File: src/rtl/rv_ex_mem_pipe.sv
// rv_ex_mem_pipe: EX -> MEM pipeline boundary register with a one-entry skid buffer.
//
// The main register drives the mem_* outputs. The skid register catches the one beat that
// EX may still hand over in the same cycle MEM stalls. ex_ready is taken straight from the
// skid valid flop, so a MEM stall never forms a combinational path back into EX.
// The flush input squashes both entries and any beat offered in the same cycle.
//
// Parameters:
//   DW - datapath width of the ALU result and store data
//   RW - register-index width
//
// Ports:
//   clk, rst        - clock and synchronous active-high reset
//   flush           - squash held and incoming beats this cycle
//   ex_valid/ready  - EX-side handshake; ex_* payload inputs
//   mem_valid/ready - MEM-side handshake; mem_* registered payload outputs
//   stall_cnt       - only when RV_EXMEM_PERF_EN is defined: saturating count of cycles
//                     with mem_valid && !mem_ready, cleared by rst only
//
// Build option: define RV_EXMEM_PERF_EN to add the stall_cnt port and counter.

module rv_ex_mem_pipe #(
  parameter int unsigned DW = 32,
  parameter int unsigned RW = 5
) (
  input  logic          clk,
  input  logic          rst,
  input  logic          flush,
  input  logic          ex_valid,
  output logic          ex_ready,
  input  logic [DW-1:0] ex_alu_out,
  input  logic          ex_zflag,
  input  logic [RW-1:0] ex_rd,
  input  logic          ex_reg_write,
  input  logic          ex_mem_read,
  input  logic          ex_mem_write,
  input  logic [DW-1:0] ex_store_data,
  output logic          mem_valid,
  input  logic          mem_ready,
  output logic [DW-1:0] mem_alu_out,
  output logic          mem_zflag,
  output logic [RW-1:0] mem_rd,
  output logic          mem_reg_write,
  output logic          mem_mem_read,
  output logic          mem_mem_write,
  output logic [DW-1:0] mem_store_data
`ifdef RV_EXMEM_PERF_EN
  ,
  output logic [31:0]   stall_cnt
`endif
);

  typedef struct packed {
    logic [DW-1:0] alu_out;
    logic          zflag;
    logic [RW-1:0] rd;
    logic          reg_write;
    logic          mem_read;
    logic          mem_write;
    logic [DW-1:0] store_data;
  } beat_t;

  beat_t main_q, main_d;
  beat_t skid_q, skid_d;
  logic  main_valid_q, main_valid_d;
  logic  skid_valid_q, skid_valid_d;

  beat_t in_beat;
  logic  accept;
  logic  drain;

  // x0 is hard-wired to zero, so a write to it is dropped at capture time.
  always_comb begin
    in_beat            = '0;
    in_beat.alu_out    = ex_alu_out;
    in_beat.zflag      = ex_zflag;
    in_beat.rd         = ex_rd;
    in_beat.reg_write  = ex_reg_write && (ex_rd != '0);
    in_beat.mem_read   = ex_mem_read;
    in_beat.mem_write  = ex_mem_write;
    in_beat.store_data = ex_store_data;
  end

  assign ex_ready  = !skid_valid_q;
  assign mem_valid = main_valid_q;
  assign accept    = ex_valid && ex_ready;
  assign drain     = main_valid_q && mem_ready;

  always_comb begin
    main_d       = main_q;
    skid_d       = skid_q;
    main_valid_d = main_valid_q;
    skid_valid_d = skid_valid_q;
    if (flush) begin
      // Payload is left as-is; the valid bits alone make it invisible.
      main_valid_d = 1'b0;
      skid_valid_d = 1'b0;
    end else if (skid_valid_q) begin
      // ex_ready is low here, so nothing new can arrive; only refill main from skid.
      if (mem_ready) begin
        main_d       = skid_q;
        main_valid_d = 1'b1;
        skid_valid_d = 1'b0;
      end
    end else if (accept) begin
      if (!main_valid_q || mem_ready) begin
        main_d       = in_beat;
        main_valid_d = 1'b1;
      end else begin
        // MEM stalled this cycle: park the beat, main holds its payload.
        skid_d       = in_beat;
        skid_valid_d = 1'b1;
      end
    end else if (drain) begin
      main_valid_d = 1'b0;
    end
  end

  always_ff @(posedge clk) begin
    if (rst) begin
      main_q       <= '0;
      skid_q       <= '0;
      main_valid_q <= 1'b0;
      skid_valid_q <= 1'b0;
    end else begin
      main_q       <= main_d;
      skid_q       <= skid_d;
      main_valid_q <= main_valid_d;
      skid_valid_q <= skid_valid_d;
    end
  end

  assign mem_alu_out    = main_q.alu_out;
  assign mem_zflag      = main_q.zflag;
  assign mem_rd         = main_q.rd;
  assign mem_reg_write  = main_q.reg_write;
  assign mem_mem_read   = main_q.mem_read;
  assign mem_mem_write  = main_q.mem_write;
  assign mem_store_data = main_q.store_data;

`ifdef RV_EXMEM_PERF_EN
  logic [31:0] stall_cnt_q;

  // Counts cycles a valid beat sits unconsumed; flush deliberately leaves it alone.
  always_ff @(posedge clk) begin
    if (rst) begin
      stall_cnt_q <= '0;
    end else if (main_valid_q && !mem_ready && (stall_cnt_q != 32'hFFFF_FFFF)) begin
      stall_cnt_q <= stall_cnt_q + 32'd1;
    end
  end

  assign stall_cnt = stall_cnt_q;
`endif

endmodule

File: config.mk
export PLATFORM = sky130hd
export DESIGN_NAME = rv_ex_mem_pipe
export DESIGN_NICKNAME = d
export VERILOG_FILES = /design/src/rtl/rv_ex_mem_pipe.sv
export SDC_FILE = /design/constraint.sdc
export NUM_CORES = 1
export LEC_CHECK = 0
export BUFFER_PORTS_ARGS = -buffer_cell sky130_fd_sc_hd__buf_2
export CAP_MARGIN = 20
export CELL_PAD_IN_SITES_DETAIL_PLACEMENT = 1
export CELL_PAD_IN_SITES_GLOBAL_PLACEMENT = 2
export CORE_ASPECT_RATIO = 0.5
export CORE_MARGIN = 2
export CORE_UTILIZATION = 33
export CTS_CLUSTER_DIAMETER = 120
export DETAILED_ROUTE_END_ITERATION = 12
export GPL_TIMING_DRIVEN = 0
export PLACE_DENSITY = 0.8
export SYNTH_ARGS = -nofsm -noshare
export SYNTH_HDL_FRONTEND = slang
export SYNTH_SLANG_ARGS = --single-unit
File: constraint.sdc
create_clock -name clk -period 1.7 [get_ports clk]
set_input_delay 0.255 -clock clk [delete_from_list [all_inputs] [get_ports clk]]
set_output_delay 0.255 -clock clk [all_outputs]
set_load 0.01 [all_outputs]
[Yosys cells after proc, flatten, opt, wreduce, memory -nomap -nowiden]
Cells that the tools add are included.
Cells by class
  equal/unequal tests: 2
  multiplexer cells: 13
  bitwise logic cells: 3
  reductions and logical operators: 14
Operators by type and width (number)
  73-bit 2-to-1 mux: 4
  1-bit 2-to-1 mux: 9
  4-bit AND reduction: 2
  5-bit nonzero test: 1
  2-bit nonzero test: 2
  1-bit logical AND: 3
  3-bit by 2-bit inequality test with 1-bit output (second input constant): 1
  1-bit inverter: 3
  3-bit AND reduction: 1
  3-bit nonzero test: 1
  1-bit logical NOT: 2
  2-bit inequality test (second input constant): 1
  2-bit OR reduction: 1
  1-bit logical OR: 1
Word-level totals
  bits in registers: 148
  word-level logic and storage cells: 48

[Depth between registers and ports, before layout]
Gate-level depths: netlist of run 1.
  depth after elaboration: 5
  gate-level depth with buffers: 7
  depth with buffers taken out: 3

[Worst setup path after synthesis of run 1]
OpenSTA, ideal clock, no wires.
  path kind: reg2reg
  from: register skid_valid_q
  to: register main_q (netlist bit mem_alu_out[0])
  setup time: 0.146 ns
  arrival: 1.232 ns
  setup slack: 0.322 ns
  cell stages (with the launch flop): 8
  path buffers: 4
  period minus slack after synthesis: 1.378 ns
  path through: dfxtp_1 buf_2 buf_6 o21ba_1 buf_2 buf_2 a21oi_1 a211oi_2
On the way
  word-level cells in the longest chain between the ends: 4
Ends and longest elaborated chain
  start: declaration: line 66  | logic skid_valid_q, skid_valid_d;
  start signal: assignment: line 129  | skid_valid_q <= skid_valid_d;
  1-bit logical NOT: line 84  | assign ex_ready = !skid_valid_q;
  1-bit logical AND: line 86  | assign accept = ex_valid && ex_ready;
  2-bit nonzero test (no source line)
  4-bit AND reduction (no source line)
  end signal: assignment: line 126  | main_q <= main_d;
  end: declaration: line 63  | beat_t main_q, main_d;
Parallel ways exist; a longest one is shown, timed or not.
A chain may end at the register's enable or synchronous reset.

[Worst setup path after layout of run 1]
  from: register skid_valid_q
  to: register main_q (netlist bit mem_alu_out[31])
The elaborated chain is that of the path after synthesis.

==> out/results.tsv, run 1 <==
metric	value	unit
worstHoldStart	flush	
ys_ff_latch	148	
grt_pass1_vias	6194	
rsz0062_at_grt	false	
wirelength	21660	µm
ios	153	
r2r-end	mem_alu_out[31]	
fin_util	42.79	%
pwr-share-clk	45.8	%
pwr-share-seq	43.2	%
place_inst	1098	
drcViolationCount	0	
cts_max_path_buffers	2	
first_pass_iters	4	
max_freq	629.4	MHz
drive_above_1_share	35.42	%
ys_seq_area_share	45.00	%
final_common_cell	buf_2	
finalSetupViolations	0	
slew_violations	0	
initial_core_util	33.76	%
dpl.hpwl	15540	µm
comb_power_share	11.0	%
synth_edf_count	0	
worst-path-max-fanout	16	
die_width	203.8	µm
crit_required	1.98	ns
r2r_cells	4	
synth-main-ff-cell	dfxtp_1	
reg2reg_from	skid_valid_q	
avgSynthCellArea	9.668	µm²
cts_tree	done	
drt.antenna.violating_nets	0	
drv_cap	0	
finClkSkew	0.007421	ns
post_dp_cell_area	0.007672	mm²
drt-initial-drc-count	194	
numCtsBuffers	17	
num_vias	5874	
core-area	0.01950	mm²
numPortBuffers	151	
syn_area	0.006584	mm²
period_share	93.46	%
hp-class	input pin to flip-flop	
syn_to_final_growth	26.76	%
end_kind	flip-flop	
min_period	1.589	ns
die_y	103.9	µm
p_int	6.392	mW
clkTransAtPathRegs	0.07	ns
grt_start_max_net_pins	17	
rrSetupSlack	0.11	ns
rows	36	
sw_frac_of_total	25.00	%
detail_route.vias_per_cell	5.203	
hold_slack	0.06300	ns
dieArea	0.02117	mm²
synth.distinct_cells	27	
worst_pin_slew	0.7968	ns
clk_latency	0.42	ns
hold_viol	0	
nets	928	
setup_tns	0	ns
arrival	1.86	ns
grt_antenna_before_repair	1	
fin_area	0.008346	mm²
fin_cells	1129	
whs_path_depth	2	
cts-root-buf	clkbuf_16	
worstSetupPathType	flip-flop to flip-flop	
final_cell_mix	165 x buf_2, 148 x dfxtp_1, 146 x a21oi_1	
cts_setup_buffers	0	
layout_setup_ws	0.1112	ns
max_slew_margin	46.88	%
grt_pass1_wl	34350	µm
h-tree-depth	4	
min_to	skid_valid_q	
power_density	1021	mW/mm²
grt-ovfl-total	0	
place_congestion	0.7512	
ir_worst_vdd	663.2	µV
power_switching	2.131	mW
synthArstFlopShare	0	%
yosys_warnings	0	
status	finished, final reports clean	
drt-wirelength-per-cell	19.19	µm
synth_nets	759	
finalPower	8.523	mW
p_leak	3.004	nW
pre_cts_ws	-0.2738	ns
synthCells	681	
cts_num_sinks	148	
critPathLaunchType	flip-flop	
grtUsageTotal	20.71	%
-- power by group through the flow --
stage / Combinational (mW) / Sequential (mW) / Clock (mW)
floorplan: 0.487 / 3.80 / 0
global placement: 0.913 / 3.75 / 0
detailed placement: 0.933 / 3.76 / 0
CTS: 0.944 / 3.68 / 3.99
global route: 1.02 / 3.69 / 4.12
finish: 0.940 / 3.68 / 3.90
-- what timing repair did --
item	in CTS	in global routing
gates cloned	0	0
resized for setup	20	20
hold buffers	0	0
endpoints found under the setup margin	121	75
endpoints found under the hold margin	0	0
-- sequential cells by signal, indices dropped and copies added (netlist names) --
signal          cells
mem_mem_write       1
mem_zflag           1
mem_store_data     32
mem_alu_out        32
mem_reg_write       1
mem_valid           1
mem_mem_read        1
skid_valid_q        1
mem_rd              5
skid_q             73
-- cells in the mapped netlist, types with 2 or more instances --
library cell | n | share of area (%)
a211oi_1 | 3 | 0.34
a211oi_2 | 70 | 13
a21oi_1 | 146 | 11
buf_1 | 2 | 0.11
buf_2 | 29 | 2.2
buf_6 | 10 | 1.7
clkbuf_1 | 38 | 2.2
clkbuf_4 | 2 | 0.23
dfxtp_1 | 148 | 45
mux2i_1 | 73 | 11
nand3_1 | 72 | 5.5
o21ai_0 | 73 | 5.5
-- cell type report --
type | instances | area [µm²]
inverter | 1 | 3.754
clock buffer | 21 | 470.5
buffer | 81 | 491.7
tap | 266 | 332.8
sequential | 148 | 2963
clock inverter | 9 | 128.9
multi-input combinational | 450 | 3194
fill | 2287 | 11160
timing repair buffer | 151 | 755.7
antenna | 2 | 5.005
-- logic make-up after synthesis --
logic type / Yosys count / share of synthesized area [%]
simple gates: 80 / 6.386
compound gates: 297 / 30.92
mux: 73 / 11.10
buf+inv: 83 / 6.595
flops: 148 / 45.00
-- worst max path at each step --
stage	start	endpoint	depth (start not counted)
after detailed placement	rst	mem_alu_out[23]	4
after global routing	mem_valid	skid_q[21]	5
after global placement	rst	mem_alu_out[24]	4
after floorplan	skid_valid_q	mem_alu_out[0]	7
after CTS	skid_valid_q	ex_ready	5
final	skid_valid_q	mem_alu_out[31]	4
-- layer usage --
metal / GRT usage (%) / vias to the layer above / part of all wire (%)
met4: 5.474 / 0 / 0.84
met5: 0 / - / 0
met1: 28.53 / 2926 / 50
met3: 4.104 / 12 / 2.9
li1: - / 2862 / -
met2: 33.04 / 74 / 47
-- worst max-delay path: stages, from the launching register on --
cell and delay [ns]:
dfxtp_1 0.32, buf_6 0.18, buf_2 0.38, mux2i_2 0.43, a211oi_2 0.12
(Power assumes the default switching activity.)
==> inputs of run 2 (changes only) <==
- ABC_AREA: default -> 1
- CORE_UTILIZATION: 33 -> 31
- PLACE_DENSITY: 0.8 -> 0.85
- clock period: 1.7 -> 2 ns (I/O delays scaled with it)
==> out/results.tsv, run 2 <==
metric	value	unit	change
detail_route.vias_per_cell	4.537		-13%
pre_cts_ws	0.3025	ns	+0.5763 ns
grt_pass1_wl	31410	µm	-8.6%
dpl.hpwl	14300	µm	-8.0%
yosysMostFrequentCell	nand2_1		
grt_start_max_net_pins	17		unchanged
numCtsBuffers	17		unchanged
die_width	202.9	µm	-0.44%
max_slew_margin	65.82	%	+19 points
worstSetupPathType	flip-flop to primary output		
fin_cells	1344		+19%
wirelength	19690	µm	-9.1%
drt-wirelength-per-cell	14.65	µm	-24%
crit_slowest_cell	clkbuf_1		
grt_antenna_before_repair	0		-1
place_inst	1312		+19%
drt-initial-drc-count	139		-28%
avgSynthCellArea	6.856	µm²	-29%
cts_setup_buffers	0		unchanged
yosys_warnings	0		unchanged
end_kind	primary output		
synth_top_family_by_area	simple AND/OR/NAND/NOR gates		
cts_tree	done		
drv_cap	0		unchanged
rsz0062_at_grt	false		
critPathLaunchType	flip-flop		
synth_fa_ha_area_share	0	%	unchanged
finClkSkew	0.009373	ns	+0.001952 ns
cts_num_sinks	148		unchanged
rrSetupSlack	0.47	ns	+0.36 ns
h-tree-depth	4		unchanged
synth.distinct_cells	18		-33%
drt.antenna.violating_nets	0		unchanged
finalPower	7.235	mW	-15%
synth_top_area_share	48.34	%	+3.3 points
regMostFlops	skid_q		
nets	1143		+23%
post_cts_resized	0		-100%
yosysTopAreaCell	dfxtp_1		
min_period	1.740	ns	
ios	153		unchanged
synthCells	894		+31%
die_y	103.4	µm	-0.43%
diodes	0		-2
worst-path-max-fanout	10		-6
final_cell_mix	222 x nand2_1, 191 x buf_2, 153 x nor2_1		
hold_viol	0		unchanged
setup_tns	0	ns	unchanged
ir_worst_vdd	591.8	µV	-11%
final_common_cell	nand2_1		
rows	36		unchanged
synth-simple-area-share	23.66	%	+17 points
period_share	87.00	%	
synthTopCellsByArea	dfxtp_1 48%, nand2_1 14%, nor2_1 9.4%		
first_pass_iters	4		unchanged
finalSetupViolations	0		unchanged
core-area	0.01941	mm²	-0.46%
synth_edf_count	0		unchanged
ys_ff_latch	148		unchanged
synth-main-ff-cell	dfxtp_1		
grtUsageTotal	19.30	%	-1.4 points
drive_above_1_share	21.89	%	-14 points
synth_nets	972		+28%
p_leak	3.583	nW	+19%
dieArea	0.02098	mm²	-0.87%
cts_max_path_buffers	2		unchanged
max_freq	574.7	MHz	
arrival	1.44	ns	-0.42 ns
ctsHoldBuffers	0		unchanged
slew_violations	0		unchanged
path_cells	inv_2 -> clkbuf_1 -> buf_2		
fill_cells	2546		+11%
fin_util	40.40	%	-2.4 points
numPortBuffers	152		+0.66%
hp-class	input pin to flip-flop		
grt-ovfl-total	0		unchanged
place_congestion	0.7434		-1.0%
num_vias	6098		+3.8%
drcViolationCount	0		unchanged
yosys-top-cells-count	222 x nand2_1, 153 x nor2_1, 148 x dfxtp_1, 102 x o21ai_0, 79 x inv_1		
largest_reg_flops	73		unchanged
syn_to_final_growth	27.96	%	
grt_pass1_vias	6080		-1.8%
cts-root-buf	clkbuf_16		
synth.mux.area_fraction	0	%	-11 points
syn_area	0.006130	mm²	-6.9%
layout_setup_ws	0.2600	ns	+0.1488 ns
synth-compound-area-share	17.96	%	-13 points
clk_latency	0.42	ns	about the same
status	finished, final reports clean		
synthArstFlopShare	0	%	unchanged
worst_pin_slew	0.5127	ns	-0.2841 ns
initial_core_util	31.57	%	-2.2 points
crit_required	1.70	ns	-0.28 ns
ys_seq_area_share	48.34	%	+3.3 points
power_density	922.4	mW/mm²	-9.7%
clkTransAtPathRegs	0.06	ns	about the same
synthXorXnorAreaFrac	0	%	unchanged
max_stage_delay	0.38	ns	-0.05 ns
run 2: cell types whose count changed after synthesis, moves of 10 or more:
cell      previous run  this run
a211oi_2            70         0
a21oi_1            146        76
buf_2               29        39
clkbuf_1            38        16
inv_1                1        79
mux2i_1             73         0
nand2_1              1       222
nand3_1             72         2
nor2_1               0       153
o21ai_0             73       102
o21ai_1              0        42
run 2: logic make-up after synthesis:
logic type / count (synthesis)
AO/OA/AOI/OAI: 220
AND/OR/NAND/NOR: 382
buffers and inverters: 144
flip-flops: 148
run 2: final timing paths:
| kind | startpoint | end | depth (start not counted) |
|---|---|---|---|
| worst min-delay path | ex_valid | skid_valid_q | 3 |
| worst max register to register | mem_valid | skid_q[66] | 7 |
| worst min register to register | skid_q[39] | skid_q[39] | 2 |
| worst max-delay path | skid_valid_q | ex_ready | 3 |
run 2: where the power goes:
part | internal [mW] | switching, mW | leakage (nW)
logic | 0.282 | 0.436 | 2.09
registers | 3.08 | 0.0596 | 1.21
clock network | 2.06 | 1.32 | 0.286
total | 5.42 | 1.82 | 3.58
run 2: final cells by class:
| class | count | area (µm²) | share of cell area [%] |
|---|---|---|---|
| buffer | 62 | 307.8 | 3.924 |
| clock inverter | 12 | 153.9 | 1.962 |
| sequential | 148 | 2963 | 37.77 |
| tap | 266 | 332.8 | 4.243 |
| inverter | 82 | 307.8 | 3.924 |
| timing repair buffer | 152 | 760.7 | 9.699 |
| multi-input combinational | 602 | 2551 | 32.53 |
| clock buffer | 20 | 466.7 | 5.950 |
run 2: per-stage QoR:
stage / instance area, µm² / hold slack (ns)
floorplan: 6130 / 0.4233
global placement: 7223 / 0.4317
detailed placement: 7223 / 0.4367
CTS: 7844 / 0.1365
global route: 7844 / 0.1556
finish: 7844 / 0.1499
run 2: per-layer routing:
layer / GRT usage (%) / wire [µm] / part of all wire (%) / vias to the layer above
met4: 6.176 / 314 / 1.6 / 0
met5: 0 / 0 / 0 / -
met2: 33.96 / 9331 / 47 / 80
met1: 24.38 / 9479 / 48 / 2875
met3: 3.634 / 563 / 2.9 / 20
li1: - / - / - / 3123
run 2: critical path: cells and delay by family (launching register included):
kind	cells	cell delay, ns
buffers and inverters	3	0.68
flip-flops	1	0.34
